===== config.mk =====
export PLATFORM = sky130hd
export DESIGN_NAME = cdb_arbiter
export DESIGN_NICKNAME = d
export VERILOG_FILES = /design/src/rtl/cdb_arbiter.sv
export SDC_FILE = /design/constraint.sdc
export NUM_CORES = 1
export LEC_CHECK = 0
export ABC_CLOCK_PERIOD_IN_PS = 5900
export BUFFER_PORTS_ARGS = -buffer_cell sky130_fd_sc_hd__buf_2
export CAP_MARGIN = 5
export CORE_ASPECT_RATIO = 1.25
export CORE_MARGIN = 2
export CORE_UTILIZATION = 24
export CTS_CLUSTER_SIZE = 8
export DETAILED_ROUTE_END_ITERATION = 16
export GPL_TIMING_DRIVEN = 0
export SLEW_MARGIN = 30
export SYNTH_ARGS = -nofsm -noshare
export SYNTH_HDL_FRONTEND = slang
export SYNTH_SLANG_ARGS = --single-unit

===== constraint.sdc =====
create_clock -name clk -period 5.9 [get_ports clk]
set_input_delay 0.295 -clock clk [delete_from_list [all_inputs] [get_ports clk]]
set_output_delay 0.295 -clock clk [all_outputs]
set_load 0.01 [all_outputs]

===== src/rtl/cdb_arbiter.sv =====
// Common data bus arbiter: one holding register per functional unit, one broadcast per cycle.
// Define CDB_RR_EN for round-robin arbitration; otherwise fixed priority (lowest index wins).
module cdb_arbiter #(
  parameter int NUM_REQ = 5,
  parameter int TAG_W   = 3,
  parameter int DATA_W  = 32,
  localparam int SRC_W  = (NUM_REQ > 1) ? $clog2(NUM_REQ) : 1
) (
  input  logic                       clk,
  input  logic                       rst,
  input  logic                       flush,
  input  logic [NUM_REQ-1:0]         req_valid,
  input  logic [NUM_REQ*TAG_W-1:0]   req_tag,
  input  logic [NUM_REQ*DATA_W-1:0]  req_data,
  output logic [NUM_REQ-1:0]         req_ready,
  output logic                       cdb_valid,
  output logic [TAG_W-1:0]           cdb_tag,
  output logic [DATA_W-1:0]          cdb_data,
  output logic [SRC_W-1:0]           cdb_src
);

  logic [NUM_REQ-1:0] hold_valid;
  logic [TAG_W-1:0]   hold_tag  [NUM_REQ];
  logic [DATA_W-1:0]  hold_data [NUM_REQ];
  logic               any_valid;
  logic [SRC_W-1:0]   winner;

  assign req_ready = ~hold_valid & {NUM_REQ{~flush}};
  assign any_valid = |hold_valid;

`ifdef CDB_RR_EN
  logic [SRC_W-1:0] rr_ptr;

  // Scan from the farthest slot back toward rr_ptr so the nearest held entry wins.
  always_comb begin
    int idx;
    idx    = 0;
    winner = rr_ptr;
    for (int k = NUM_REQ - 1; k >= 0; k--) begin
      idx = int'(rr_ptr) + k;
      if (idx >= NUM_REQ) idx = idx - NUM_REQ;
      if (hold_valid[idx]) winner = SRC_W'(idx);
    end
  end

  always_ff @(posedge clk or posedge rst) begin
    if (rst) begin
      rr_ptr <= '0;
    end else if (!flush && any_valid) begin
      rr_ptr <= (winner == SRC_W'(NUM_REQ - 1)) ? '0 : winner + 1'b1;
    end
  end
`else
  always_comb begin
    winner = '0;
    for (int k = NUM_REQ - 1; k >= 0; k--) begin
      if (hold_valid[k]) winner = SRC_W'(k);
    end
  end
`endif

  // A unit can never be accepted and granted on the same edge: ready implies empty.
  always_ff @(posedge clk or posedge rst) begin
    if (rst) begin
      hold_valid <= '0;
      for (int i = 0; i < NUM_REQ; i++) begin
        hold_tag[i]  <= '0;
        hold_data[i] <= '0;
      end
    end else if (flush) begin
      hold_valid <= '0;
    end else begin
      for (int i = 0; i < NUM_REQ; i++) begin
        if (req_valid[i] && req_ready[i]) begin
          hold_valid[i] <= 1'b1;
          hold_tag[i]   <= req_tag[i*TAG_W +: TAG_W];
          hold_data[i]  <= req_data[i*DATA_W +: DATA_W];
        end else if (any_valid && (winner == SRC_W'(i))) begin
          hold_valid[i] <= 1'b0;
        end
      end
    end
  end

  always_ff @(posedge clk or posedge rst) begin
    if (rst) begin
      cdb_valid <= 1'b0;
      cdb_tag   <= '0;
      cdb_data  <= '0;
      cdb_src   <= '0;
    end else if (!flush && any_valid) begin
      cdb_valid <= 1'b1;
      cdb_tag   <= hold_tag[winner];
      cdb_data  <= hold_data[winner];
      cdb_src   <= winner;
    end else begin
      cdb_valid <= 1'b0;
    end
  end

endmodule


==> reports/results.ini, run 1 <==
[route]
detail_route.first_pass.iterations = 4
wl_per_cell_um = 20.7
drtIter0Drc = 342
wirelength_um = 32800
avgViaCountPerCell = 4.65
drc = 0
final_antenna_net_count = 0
vias = 7348

[clocking]
cts_resized = 0
numCtsBuffers = 34
clk_root_buffer_cell = clkbuf_16
clkLatencyLatePin_ps = 510
cts_hold_buf = 25
h-tree-depth = 2
path_clk_slew_ps = 50
clockBufferDepth = 3
cts_setup_buffers = 0
clock_sinks = 219
cts_tree = done

[worst_setup_path]
end_kind = flop
crit_family = simple AND/OR/NAND/NOR gates
cp_data_required_time_ps = 6280
crit_path_max_incr_delay_ps = 490
start_kind = flop
path_max_fanout = 10
critPathBufInv = 2
ff2ff_setup_slack_ps = 3540
cp.arrival_ps = 2740
path_cells = buf_6, nor4_2, nand2_1, clkbuf_1, o21ai_0, o21ai_1
critPathKind = reg2reg
critPathSlowestCell = nor4_2

[outcome]
outcome = complete, no violations

[pwr]
powerDensity_nw_per_um2 = 369
ir_drop_v = 0.000224
p_leak_nw = 5.77

[timing]
final-setup-viol-count = 0
maxSlewViolCount = 0
worst_slew_pin_slew_ps = 724
timing.slew.headroom_pct = 51.7
fmax_mhz = 424
setup_tns_ps = 0
fin_crit_ps = 2360
finalCritPeriodShare_pct = 39.9
rsz0062_at_grt = false
layout_setup_ws_ps = 3540
hold_viol = 0
skew_ps = 15.1

[placement]
pre_cts_slack_ps = 3510
dp.cells = 1513
postPlaceCellArea_um2 = 11600
gp_congestion = 0.796
dp_hpwl_um = 24300
port_buffers = 226

[global_routing]
grt_pass1_vias = 7729
grt_overflow = 0
grt_max_degree = 30
grtUsageTotal_pct = 15.6
antenna_found_initial = 6
grt_pass1_wl_um = 48500

[die]
rows = 82
die_area_um2 = 41900
die_x_um = 184
core-area_um2 = 39900
die_h_um = 228
start_util_pct = 24.2
pin_count = 227

[synthesis]
ys_ff_latch = 219
async_flop_share_pct = 100
synthDistinctLibCells = 30
synthesis.nets = 958
ys.flop_type = dfrtp_1
yosys_warnings = 0
syn_area_per_cell_um2 = 12.5
synth_area_um2 = 9670
seq_area_frac_synth_pct = 56.7
synth_edf_count = 0
syn_inst = 775

[finish]
nNetsFinal = 1253
stdcell_area_um2 = 12800
drive_gt1_share_pct = 46.5
fin_util_pct = 32.2
finalNonFillerCells = 1581
syn_to_final_growth_pct = 32.8
fill_cells = 4064

[worst_hold_path]
hold_class = in2reg

[flow_run]
maxCapViolCount = 0

-- flip-flops by register name, indices dropped and copies added (netlist names) --
signal	count
cdb_tag	3
hold_tag	15
hold_valid	5
cdb_data	32
hold_data	160
cdb_src	3
cdb_valid	1
-- where the power goes --
group / internal (mW) / total [mW] / switching [mW]
Clock: 1.15 / 1.83 / 0.678
Combinational: 0.466 / 0.923 / 0.457
Sequential: 1.81 / 1.99 / 0.172
-- cell usage after synthesis (all sizes together), types with 2 or more instances --
cell	count	area (µm²)
a211oi	2	15.0
a21oi	35	175
a221oi	4	35.0
a22o	4	35.0
and2	5	31.3
and3b	31	272
buf	46	288
clkbuf	16	60.1
dfrtp	219	5480
inv	4	15.0
mux2	175	1970
nand2	44	165
nor2	45	171
o21ai	73	365
o22ai	31	194
o32a	31	310
or2	2	12.5
-- worst register-to-register path: cells and delay by family, from the launching register on --
| kind | cells | cell delay [ps] |
|---|---|---|
| flip-flops | 1 | 380 |
| buffers and inverters | 2 | 570 |
| AO/OA/AOI/OAI | 2 | 440 |
| AND/OR/NAND/NOR | 2 | 850 |
-- final timing paths --
path,from,to,depth (start not counted)
hold / removal,req_data[48],hold_data[112]$_DFFE_PP0P_,2
setup reg to reg,hold_valid[0]$_DFFE_PP0P_,cdb_data[12]$_DFFE_PP0P_,6
setup / recovery,hold_valid[0]$_DFFE_PP0P_,cdb_data[12]$_DFFE_PP0P_,6
min in group asynchronous,rst,hold_data[36]$_DFFE_PP0P_,3
hold reg to reg,cdb_data[21]$_DFFE_PP0P_,cdb_data[21]$_DFFE_PP0P_,2
max in group asynchronous,rst,cdb_data[11]$_DFFE_PP0P_,7
-- per-layer routing --
| metal | up-vias | part of all wire (%) | routed length (µm) | track usage (%) |
|---|---|---|---|---|
| met3 | 69 | 6.4 | 2100 | 4.05 |
| met4 | 6 | 3.0 | 1000 | 5.30 |
| met5 | - | 0.10 | 34 | 0 |
| met1 | 3629 | 41 | 13500 | 19.0 |
| li1 | 3412 | - | - | - |
| met2 | 232 | 49 | 16100 | 26.6 |
-- cell families (layout without fill, tap and decap cells) --
family / count (synthesis) / in the layout / synth area share, %
compound gates: 183 / 183 / 11.9
buf+inv: 66 / 366 / 3.75
flops: 219 / 219 / 56.7
mux: 176 / 176 / 20.5
other cells: 0 / 2 / 0
simple gates: 131 / 131 / 7.14
-- layout by cell type (no fill, tap or decap), drive strengths merged, types with 5 or more instances in the layout --
| cell | count |
|---|---|
| o32a | 31 |
| a21oi | 35 |
| clkbuf | 55 |
| nor2 | 45 |
| dfrtp | 219 |
| o22ai | 31 |
| o21ai | 73 |
| mux2 | 175 |
| nand2 | 44 |
| and2 | 5 |
| and3b | 31 |
| buf | 280 |
| dlygate4sd3 | 25 |
-- cell type report --
class | count | area (µm²) | area share [%]
flip-flops and latches | 219 | 5480 | 42.7
multi-input cells | 490 | 3820 | 29.8
repair buffers | 259 | 1550 | 12.1
clock buffers | 39 | 943 | 7.35
well taps | 504 | 631 | 4.91
plain buffers | 62 | 348 | 2.71
clock inverters | 2 | 38.8 | 0.302
inverters | 4 | 18.8 | 0.146
diodes | 2 | 5.00 | 0.0390
-- through the flow --
| step | total power [mW] | hold slack, ps |
|---|---|---|
| 2_1_floorplan | 2.53 | 447 |
| 3_5_place_dp | 2.93 | 405 |
| 5_1_grt | 4.98 | 5.44 |
| 4_1_cts | 4.82 | 0.440 |
| 6_report | 4.74 | 22.3 |
| 3_3_place_gp | 2.89 | 459 |
(Power assumes the default switching activity.)
==> run 2: changes to the inputs <==
- ABC_CLOCK_PERIOD_IN_PS: 5900 -> 2000
- clock period: 5.9 -> 2 ns (I/O delays scaled with it)
==> run 2 against run 1 <==
Via count rose by 10%. Combinational power rose to 3.3 times the previous value. Register-to-register slack got worse by 3500 ps. Count of clock-buffer cells in the layout did not move. Sequential cell count did not move. Worst setup slack got worse by 3500 ps. Largest cell class unchanged. Die area did not move. Total power rose to 3.0 times the previous value. Cell count rose by 9.9%.
==> reports/results.ini, run 2 (synthesis results as in run 1) <==
[outcome]
outcome = complete, no violations

[clocking]
path_clk_slew_ps = 50  ; about the same
clockBufferDepth = 3  ; unchanged
clk_root_buffer_cell = clkbuf_16
clkLatencyLatePin_ps = 510  ; about the same
h-tree-depth = 2  ; unchanged
cts_tree = done
numCtsBuffers = 34  ; unchanged
clock_sinks = 219  ; unchanged

[timing]
whs_ps = 225  ; +203 ps
fin_crit_ps = 1940  ; -416 ps
finalCritPeriodShare_pct = 97.0  ; +57 points
fmax_mhz = 515  ; +21%
hold_viol = 0  ; unchanged
timing.slew.headroom_pct = 52.5  ; +0.78 points
skew_ps = 16.3  ; +1.20 ps
worst_slew_pin_slew_ps = 713  ; -11.8 ps
maxSlewViolCount = 0  ; unchanged
rsz0062_at_grt = true
final-setup-viol-count = 0  ; unchanged

[placement]
dp.cells = 1513  ; unchanged
port_buffers = 226  ; unchanged
gp_congestion = 0.796  ; unchanged
dp_hpwl_um = 24300  ; unchanged

[worst_setup_path]
r2r.worst_path.cells = 6  ; unchanged
critPathBufInv = 3  ; +1
cp.depth = 6  ; unchanged
end_kind = flop
cp.arrival_ps = 2320  ; -420 ps
critPathSlowestCell = dfrtp_1
crit_family = compound AO/OA/AOI/OAI gates
cp_data_required_time_ps = 2380  ; -3900 ps
path_max_fanout = 10  ; unchanged
crit_path_max_incr_delay_ps = 430  ; -60 ps
path_cells = buf_4, buf_4, clkbuf_2, a21oi_1, o32a_1, o21ai_1
cpMostUsedCell = buf_4
critPathKind = reg2reg
start_kind = flop

[finish]
fin_util_pct = 36.3  ; +4.1 points
drive_gt1_share_pct = 41.8  ; -4.7 points
diodes = 0  ; -2
regArea_um2 = 5480  ; unchanged
final_cell_mix = buf_2 (247), dfrtp_1 (219), dlygate4sd3_1 (182)
mostFrequentLayoutCell = buf_2
reg_top3 = hold_data x160, cdb_data x32, hold_tag x15
fill_cells = 3849  ; -5.3%
nNetsFinal = 1411  ; +13%
largest_reg_flops = 160  ; unchanged
largest-register = hold_data
multi_input_area_um2 = 3880  ; +1.3%
syn_to_final_growth_pct = 49.9
finalNonFillerCells = 1737  ; +9.9%

[pwr]
clockPowerShare_pct = 37.7  ; -0.9 points
switching_share_pct = 27.5  ; -0.051 points
ir_drop_v = 0.000670  ; +200%
power_mw = 14.3  ; +200%
p_comb_share_pct = 21.2  ; +1.7 points
powerDensity_nw_per_um2 = 986  ; +170%
p_leak_nw = 6.48  ; +12%
pwr-share-seq_pct = 41.1  ; -0.8 points
p_int_mw = 10.4  ; +200%
power.switching_mw = 3.93  ; +200%

[route]
vias = 8105  ; +10%
drtIter0Drc = 379  ; +11%
detail_route.first_pass.iterations = 5  ; +1
avgViaCountPerCell = 4.67  ; +0.40%
final_antenna_net_count = 0  ; unchanged
wirelength_um = 35000  ; +6.7%
wl_per_cell_um = 20.1  ; -2.9%
drc = 0  ; unchanged

[global_routing]
grt_max_degree = 30  ; unchanged
grt_pass1_vias = 8682  ; +12%
grtUsageTotal_pct = 16.7  ; +1.1 points
grt_pass1_wl_um = 52300  ; +8.0%
antenna_found_initial = 0  ; -6
grt_overflow = 0  ; unchanged

[die]
core-area_um2 = 39900  ; unchanged
rows = 82  ; unchanged
die_x_um = 184  ; unchanged
die_h_um = 228  ; unchanged
die_area_um2 = 41900  ; unchanged
pin_count = 227  ; unchanged
start_util_pct = 24.2  ; unchanged

[flow_run]
maxCapViolCount = 0  ; unchanged

[worst_hold_path]
hold_class = in2async

==> run 2: path summary, 6_finish.rpt <==
path | startpoint | slack (ps) | endpoint
max | hold_valid[2]$_DFFE_PP0P_ | 60 | cdb_data[0]$_DFFE_PP0P_
min | rst | 220 | hold_data[36]$_DFFE_PP0P_
max reg2reg | hold_valid[2]$_DFFE_PP0P_ | 60 | cdb_data[0]$_DFFE_PP0P_
min reg2reg | cdb_data[22]$_DFFE_PP0P_ | 480 | cdb_data[22]$_DFFE_PP0P_
max in group asynchronous | rst | 560 | cdb_data[11]$_DFFE_PP0P_
min in group clk | req_valid[0] | 300 | hold_tag[14]$_DFFE_PP0P_
==> run 2: cell type report <==
type                       instances  share of cell area [%]
buffer                            62                    2.58
clock buffer                      39                    6.51
clock inverter                     2                   0.268
inverter                           4                   0.130
multi-input combinational        490                    26.8
sequential                       219                    37.8
tap                              504                    4.35
timing repair buffer             417                    21.6
==> run 2: through the flow <==
stage	worst slack [ps]	area [µm²]	TNS [ps]
CTS	15.2	14500	0
detailed placement	-390	11600	-6100
floorplan	-954	9670	-208950
global placement	-2550	11400	-559860
finish	59.8	14500	0
global route	-7.50	14500	-7.50
==> run 2: what timing repair did <==
item,4_1_cts,5_1_grt
gates resized for setup,14,16
buffers inserted,0,1
pin swaps,0,2
gates cloned,0,0
endpoints found under the hold margin,200,0
setup endpoints to repair,31,24
hold buffers,182,0
==> run 2: tightest hold or removal path, stage by stage <==
cell and delay [ps]:
dlygate4sd3_1 530, buf_2 130, clkinvlp_4 410
==> run 2: power by group through the flow <==
stage	Combinational (mW)	Sequential [mW]	Clock [mW]
finish	3.03	5.87	5.39
global route	3.29	5.99	5.74
CTS	3.04	5.86	5.58
detailed placement	2.73	5.92	0
global placement	2.64	5.89	0
floorplan	1.59	5.89	0
==> run 2: per-layer routing <==
metal  GRT usage, %  up-vias  routed length [µm]
met2           29.6      281               17700
li1               -     3715                   -
met3           3.57       67                1930
met5              0        -                   0
met4           5.58        0                1040
met1           19.8     4042               14400
